$ cat src/rtl/sdram_aref_sched_pkg.sv
// Shared SDRAM command codes, address bit index and scheduler state type
// for the auto-refresh scheduler.
package sdram_aref_sched_pkg;

  // {cs_n, ras_n, cas_n, we_n}
  localparam logic [3:0] CMD_NOP  = 4'b0111;
  localparam logic [3:0] CMD_PRE  = 4'b0010;
  localparam logic [3:0] CMD_AREF = 4'b0001;
  localparam logic [3:0] CMD_ACT  = 4'b0011;
  localparam logic [3:0] CMD_RD   = 4'b0101;
  localparam logic [3:0] CMD_WR   = 4'b0100;

  localparam int A10_IDX = 10;

  typedef enum logic [2:0] {
    ST_IDLE,
    ST_PRE,
    ST_TRP_W,
    ST_AREF,
    ST_RFC_W,
    ST_DONE
  } aref_state_t;

  function automatic int wait_width(input int trp, input int trfc);
    return $clog2(((trp > trfc) ? trp : trfc) + 1);
  endfunction

endpackage

$ cat src/rtl/sdram_aref_sched_if.sv
// Refresh scheduler <-> arbiter / command mux signal bundle.
// master: the scheduler; slave: the arbiter and command mux side.
interface sdram_aref_sched_if #(
  parameter int ADDR_W = 13
);
  logic              init_done;
  logic              aref_en;
  logic              aref_req;
  logic              aref_urgent;
  logic              aref_busy;
  logic              ref_done;
  logic [3:0]        aref_cmd;
  logic [ADDR_W-1:0] sdram_addr;
  logic [3:0]        debt;
  logic              debt_ovf;

  modport master (
    input  init_done, aref_en,
    output aref_req, aref_urgent, aref_busy, ref_done,
           aref_cmd, sdram_addr, debt, debt_ovf
  );

  modport slave (
    output init_done, aref_en,
    input  aref_req, aref_urgent, aref_busy, ref_done,
           aref_cmd, sdram_addr, debt, debt_ovf
  );
endinterface

$ cat src/rtl/sdram_aref_timer.sv
// Refresh interval counter plus owed-refresh (debt) counter with sticky
// overflow flag.
module sdram_aref_timer #(
  parameter int TREFI_CYC = 780,
  parameter int MAX_DEBT  = 8
) (
  input  logic       sclk,
  input  logic       srst,
  input  logic       i_init_done,
  input  logic       i_aref_issue,
  output logic [3:0] o_debt,
  output logic       o_debt_ovf
);
  localparam int CNT_W = $clog2(TREFI_CYC);

  logic [CNT_W-1:0] r_cnt;
  logic [3:0]       r_debt;
  logic             r_ovf;
  logic             w_tick;
  logic             w_full;

  assign w_tick = i_init_done && (r_cnt == CNT_W'(TREFI_CYC - 1));
  assign w_full = (r_debt == 4'(MAX_DEBT));

  always_ff @(posedge sclk or posedge srst) begin
    if (srst) begin
      r_cnt  <= '0;
      r_debt <= '0;
      r_ovf  <= 1'b0;
    end else if (!i_init_done) begin
      r_cnt  <= '0;
      r_debt <= '0;
    end else begin
      r_cnt <= w_tick ? '0 : r_cnt + 1'b1;
      // A tick and an AREF in the same cycle cancel; neither saturates nor overflows.
      if (w_tick && !i_aref_issue) begin
        if (w_full) r_ovf <= 1'b1;
        else        r_debt <= r_debt + 1'b1;
      end else if (!w_tick && i_aref_issue && (r_debt != '0)) begin
        r_debt <= r_debt - 1'b1;
      end
    end
  end

  assign o_debt     = r_debt;
  assign o_debt_ovf = r_ovf;
endmodule

$ cat src/rtl/sdram_aref_sched.sv
// SDRAM auto-refresh scheduler: drains accumulated refresh debt on grant.
// Define SDRAM_AREF_PRECHARGE_EN to prefix each sequence with PRECHARGE ALL + tRP.
module sdram_aref_sched
  import sdram_aref_sched_pkg::*;
#(
  parameter int TREFI_CYC = 780,
  parameter int TRP_CYC   = 2,
  parameter int TRFC_CYC  = 7,
  parameter int MAX_DEBT  = 8,
  parameter int URGENT_TH = 6,
  parameter int ADDR_W    = 13
) (
  input  logic                sclk,
  input  logic                srst,
  sdram_aref_sched_if.master  bus
);
  localparam int WAIT_W = wait_width(TRP_CYC, TRFC_CYC);

  aref_state_t       r_state;
  logic [WAIT_W-1:0] r_wait;
  logic [3:0]        r_cmd;
  logic [ADDR_W-1:0] r_addr;
  logic              r_busy;
  logic              r_done;
  logic [3:0]        w_debt;
  logic              w_debt_ovf;
  logic              w_issue;

  // Debt decrements at the end of the cycle the AREF command is on the bus.
  assign w_issue = (r_state == ST_AREF);

  sdram_aref_timer #(
    .TREFI_CYC (TREFI_CYC),
    .MAX_DEBT  (MAX_DEBT)
  ) u_timer (
    .sclk         (sclk),
    .srst         (srst),
    .i_init_done  (bus.init_done),
    .i_aref_issue (w_issue),
    .o_debt       (w_debt),
    .o_debt_ovf   (w_debt_ovf)
  );

  always_ff @(posedge sclk or posedge srst) begin
    if (srst) begin
      r_state <= ST_IDLE;
      r_wait  <= '0;
      r_cmd   <= CMD_NOP;
      r_addr  <= '0;
      r_busy  <= 1'b0;
      r_done  <= 1'b0;
    end else begin
      r_cmd  <= CMD_NOP;
      r_addr <= '0;
      r_done <= 1'b0;
      case (r_state)
        ST_IDLE: begin
          if (bus.aref_en && (w_debt != '0)) begin
            r_busy <= 1'b1;
`ifdef SDRAM_AREF_PRECHARGE_EN
            r_state         <= ST_PRE;
            r_cmd           <= CMD_PRE;
            r_addr[A10_IDX] <= 1'b1;
`else
            r_state <= ST_AREF;
            r_cmd   <= CMD_AREF;
`endif
          end
        end
`ifdef SDRAM_AREF_PRECHARGE_EN
        ST_PRE: begin
          if (TRP_CYC <= 1) begin
            r_state <= ST_AREF;
            r_cmd   <= CMD_AREF;
          end else begin
            r_state <= ST_TRP_W;
            r_wait  <= WAIT_W'((TRP_CYC > 1) ? TRP_CYC - 2 : 0);
          end
        end
        ST_TRP_W: begin
          if (r_wait == '0) begin
            r_state <= ST_AREF;
            r_cmd   <= CMD_AREF;
          end else begin
            r_wait <= r_wait - 1'b1;
          end
        end
`endif
        ST_AREF: begin
          r_state <= ST_RFC_W;
          r_wait  <= WAIT_W'(TRFC_CYC - 2);
        end
        ST_RFC_W: begin
          if (r_wait != '0) begin
            r_wait <= r_wait - 1'b1;
          end else if (w_debt != '0) begin
            r_state <= ST_AREF;
            r_cmd   <= CMD_AREF;
          end else begin
            r_state <= ST_DONE;
            r_done  <= 1'b1;
          end
        end
        ST_DONE: begin
          r_state <= ST_IDLE;
          r_busy  <= 1'b0;
        end
        default: begin
          r_state <= ST_IDLE;
          r_busy  <= 1'b0;
        end
      endcase
    end
  end

  assign bus.aref_cmd    = r_cmd;
  assign bus.sdram_addr  = r_addr;
  assign bus.aref_busy   = r_busy;
  assign bus.ref_done    = r_done;
  assign bus.debt        = w_debt;
  assign bus.debt_ovf    = w_debt_ovf;
  assign bus.aref_req    = (w_debt != '0);
  assign bus.aref_urgent = (w_debt >= 4'(URGENT_TH));
endmodule

$ cat src/flat_wrapper.sv
// flat-port wrapper written by rule: the top's interface ports become plain ports
module sdram_aref_sched_flat import sdram_aref_sched_pkg::*;
#(
  parameter int TREFI_CYC = 780,
  parameter int TRP_CYC   = 2,
  parameter int TRFC_CYC  = 7,
  parameter int MAX_DEBT  = 8,
  parameter int URGENT_TH = 6,
  parameter int ADDR_W    = 13
)
  (sclk, srst, bus_init_done, bus_aref_en, bus_aref_req, bus_aref_urgent, bus_aref_busy, bus_ref_done, bus_aref_cmd, bus_sdram_addr, bus_debt, bus_debt_ovf);
  sdram_aref_sched_if #(.ADDR_W(ADDR_W)) bus_i ();
  input  logic sclk;
  input  logic srst;
  input wire logic [$bits(bus_i.init_done)-1:0] bus_init_done;
  input wire logic [$bits(bus_i.aref_en)-1:0] bus_aref_en;
  output wire logic [$bits(bus_i.aref_req)-1:0] bus_aref_req;
  output wire logic [$bits(bus_i.aref_urgent)-1:0] bus_aref_urgent;
  output wire logic [$bits(bus_i.aref_busy)-1:0] bus_aref_busy;
  output wire logic [$bits(bus_i.ref_done)-1:0] bus_ref_done;
  output wire logic [$bits(bus_i.aref_cmd)-1:0] bus_aref_cmd;
  output wire logic [$bits(bus_i.sdram_addr)-1:0] bus_sdram_addr;
  output wire logic [$bits(bus_i.debt)-1:0] bus_debt;
  output wire logic [$bits(bus_i.debt_ovf)-1:0] bus_debt_ovf;
  assign bus_i.init_done = bus_init_done;
  assign bus_i.aref_en = bus_aref_en;
  assign bus_aref_req = bus_i.aref_req;
  assign bus_aref_urgent = bus_i.aref_urgent;
  assign bus_aref_busy = bus_i.aref_busy;
  assign bus_ref_done = bus_i.ref_done;
  assign bus_aref_cmd = bus_i.aref_cmd;
  assign bus_sdram_addr = bus_i.sdram_addr;
  assign bus_debt = bus_i.debt;
  assign bus_debt_ovf = bus_i.debt_ovf;
  sdram_aref_sched #(.TREFI_CYC(TREFI_CYC), .TRP_CYC(TRP_CYC), .TRFC_CYC(TRFC_CYC), .MAX_DEBT(MAX_DEBT), .URGENT_TH(URGENT_TH), .ADDR_W(ADDR_W)) u_core (.sclk(sclk), .srst(srst), .bus(bus_i));
endmodule
$ cat config.mk
export PLATFORM = sky130hd
export DESIGN_NAME = sdram_aref_sched_flat
export DESIGN_NICKNAME = d
export VERILOG_FILES = /design/src/rtl/sdram_aref_sched_pkg.sv /design/src/rtl/sdram_aref_sched_if.sv /design/src/rtl/sdram_aref_timer.sv /design/src/rtl/sdram_aref_sched.sv /design/src/flat_wrapper.sv
export SDC_FILE = /design/constraint.sdc
export NUM_CORES = 1
export LEC_CHECK = 0
export CORE_ASPECT_RATIO = 1.1
export CORE_UTILIZATION = 50
export CTS_BUF_LIST = sky130_fd_sc_hd__clkbuf_16
export DETAILED_ROUTE_END_ITERATION = 6
export DONT_BUFFER_PORTS = 1
export HOLD_SLACK_MARGIN = 0.15
export PLACE_DENSITY = 0.72
export SETUP_SLACK_MARGIN = 0.05
export SYNTH_ARGS = -nofsm -noshare
export SYNTH_HDL_FRONTEND = slang
export SYNTH_SLANG_ARGS = --single-unit
$ cat constraint.sdc
create_clock -name sclk -period 5.7 [get_ports sclk]
set_input_delay 1.14 -clock sclk [delete_from_list [all_inputs] [get_ports sclk]]
set_output_delay 1.14 -clock sclk [all_outputs]
set_load 0.02 [all_outputs]
==> results.json <==
{
  "drc": 0,
  "grt.overflow.total": 0,
  "min_to": "u_core.u_timer.r_cnt[0]",
  "synthAdderAreaFrac_pct": 5.73,
  "slowest_delay_ns": 0.76,
  "dr.pass1.iters": 4,
  "yosysTopAreaCell": "dfrtp_1",
  "antenna_found_initial": 0,
  "yosysUniqueCellTypes": 40,
  "layout_min_cycle_time_ns": 2.68,
  "clock_latency_ns": 0.26,
  "seqCellArea_sq_um": 602,
  "synth_area_per_cell_sq_um": 9.73,
  "core_area_sq_um": 2750,
  "final_antenna_net_count": 0,
  "final_layout_size_suffix_gt1_share_pct": 6.94,
  "post_cts_resized": 0,
  "die_area_sq_um": 3100,
  "grt_max_degree": 25,
  "reg2reg_slack_ns": 3.24,
  "layout.cells.most_common_list": "dfrtp_1 (23), nor2_1 (16), conb_1 (15)",
  "syn_to_final_growth_pct": 3.30,
  "cp_top_family": "simple AND/OR/NAND/NOR gates",
  "finalWirelength_um": 2550,
  "clkSlewWorstSetupHoldPaths_ns": 0.07,
  "synth-edff-count": 0,
  "dp_hpwl_um": 1850,
  "ys_async_sr_fraction_pct": 100,
  "grt_pass1_wl_um": 4150,
  "start_util_pct": 52.3,
  "setup_viol": 0,
  "skew_ns": 0.00752,
  "portBuffers": 0,
  "path_buf_inv": 0,
  "cts.path.max_buffers": 2,
  "muxShareOfSynthArea_pct": 1.39,
  "place_congestion": 0.826,
  "cts_tree": "built",
  "synth_area_leaders": "dfrtp_1 (40%), buf_4 (9.4%), ha_1 (4.3%)",
  "finalSetupTns_ns": 0,
  "clock_sinks": 24,
  "syn_inst": 148,
  "slew_headroom_pct": 38.3,
  "fmax_mhz": 373,
  "min_from": "u_core.u_timer.r_cnt[0]",
  "crit_path_max_fanout": 7,
  "via_per_inst": 5.41,
  "grt_usage_pct": 18.9,
  "synth_top_cell_area_share_pct": 40.0,
  "crit_chain": "or4_1",
  "grt_pass1_vias": 935,
  "hold_viol": 0,
  "tightest_slew_ns": 0.924,
  "peakVddDrop_v": 0.000171,
  "wire_per_inst_um": 14.4,
  "cp.required_ns": 4.56,
  "postCtsHoldBufs": 0,
  "worstSetupPathType": "register to primary output",
  "htree_levels": 1,
  "synth_top_family_by_area": "simple AND/OR/NAND/NOR gates",
  "die_y_um": 58.3,
  "rows": 20,
  "finalNetCount": 155,
  "rsz0062_at_grt": "false",
  "whs_path_depth": 1,
  "die_w_um": 53.2,
  "synthSimpleGateAreaFrac_pct": 23.3,
  "min_path_type": "register to register",
  "fillCellCount": 258,
  "p_leak_nw": 0.757,
  "drt_iter0_drc": 32,
  "syn_area_sq_um": 1440,
  "cts_buffers": 3,
  "status": "completed",
  "diodes": 0,
  "root_buffer": "clkbuf_16",
  "r2r_end": "u_core.u_timer.o_debt[3]",
  "layout_commonest_cell": "dfrtp_1",
  "synth_compound_area_share_pct": 9.12,
  "yosys_warnings": 0,
  "report.final.slew_viol_count": 0,
  "post_cts_buffers": 0,
  "worst-r2r-cell-count": 8,
  "pwr_density_cell_nw_per_um2": 348,
  "worstPathArrival_ns": 1.54,
  "r2r-start": "u_core.u_timer.r_cnt[6]",
  "io_pins": 30,
  "slowest_stage": "or4_1",
  "maxCapViolations": 0,
  "multiInputGateArea_sq_um": 713,
  "hold_ws_ns": 0.506,
  "critPathCaptureType": "primary output",
  "fin_crit_sh_pct": 47.1,
  "synthFlopType": "dfrtp_1",
  "synth_seq_cells": 24,
  "synth_xor_xnor_area_share_pct": 6.08,
  "ys_seq_area_share_pct": 41.8,
  "start_kind": "register",
  "vias": 957
}
[worst max path at each step]
stage,from,slack [ns],cells after the start,endpoint
after floorplan,bus_init_done,2.94,8,u_core.u_timer.o_debt[3]
after global placement,bus_init_done,3.05,7,u_core.u_timer.o_debt[3]
after detailed placement,bus_init_done,2.95,7,u_core.u_timer.o_debt[3]
after CTS,u_core.u_timer.o_debt[1],3.01,1,bus_aref_req
after global routing,u_core.u_timer.o_debt[1],2.97,1,bus_aref_req
final,u_core.u_timer.o_debt[1],3.02,1,bus_aref_req
[routing by layer]
layer | GRT usage (%) | vias up | wire length, um
met1 | 22.6 | 467 | 1180
met5 | 0 | - | 0
met2 | 30.2 | 20 | 1220
li1 | - | 465 | -
met4 | 12.0 | 0 | 58
met3 | 4.20 | 5 | 91
[cell families after synthesis]
logic type               Yosys count
XOR/XNOR                          10
buffers and inverters             28
other                              2
multiplexers                       2
flip-flops                        24
adder cells (fa/ha/maj)            6
AO/OA/AOI/OAI                     18
AND/OR/NAND/NOR                   58
[synth_stat cells, types with 2 or more instances]
| cell type | n |
|---|---|
| a21o_1 | 3 |
| a21oi_1 | 4 |
| and3_1 | 6 |
| buf_4 | 18 |
| clkbuf_1 | 2 |
| conb_1 | 2 |
| dfrtp_1 | 23 |
| ha_1 | 5 |
| inv_1 | 7 |
| mux2i_1 | 2 |
| nand2_1 | 11 |
| nand2b_1 | 4 |
| nand3_1 | 7 |
| nor2_1 | 16 |
| nor3_1 | 2 |
| o21ai_0 | 2 |
| o2bb2ai_1 | 3 |
| xnor2_1 | 4 |
| xor2_1 | 6 |
[power breakdown]
part	internal, mW	switching, mW
logic	0.0395	0.0626
clock network	0.140	0.0630
registers	0.192	0.0208
total	0.372	0.146
[sequential cells by signal (all words and copies together), names as in the netlist]
name                       flops
u_core.bus.aref_cmd            1
u_core.u_timer.r_cnt          10
u_core.u_timer.o_debt          4
u_core.u_timer.o_debt_ovf      1
u_core.r_state                 3
u_core.bus.aref_busy           1
u_core.bus.ref_done            1
u_core.r_wait                  3
[stage by stage]
stage | setup WS [ns] | cells | area [sq um] | util (%) | power [mW]
after floorplan | 2.94 | 161 | 1490 | - | 0.311
after global placement | 3.05 | 173 | 1380 | 50.2 | 0.313
after detailed placement | 2.95 | 173 | 1380 | 50.2 | 0.318
after CTS | 3.01 | 177 | 1490 | 54.0 | 0.519
after global routing | 2.97 | 177 | 1490 | 54.0 | 0.544
final | 3.02 | 177 | 1490 | 54.0 | 0.518
[final cells by class]
type                    instances  share of cell area [%]
multi-input cells             109                    47.9
clock buffers                   3                    5.05
flip-flops and latches         24                    40.5
well taps                      33                    2.78
clock inverters                 1                    2.02
inverters                       7                    1.77
(Power assumes the default switching activity.)
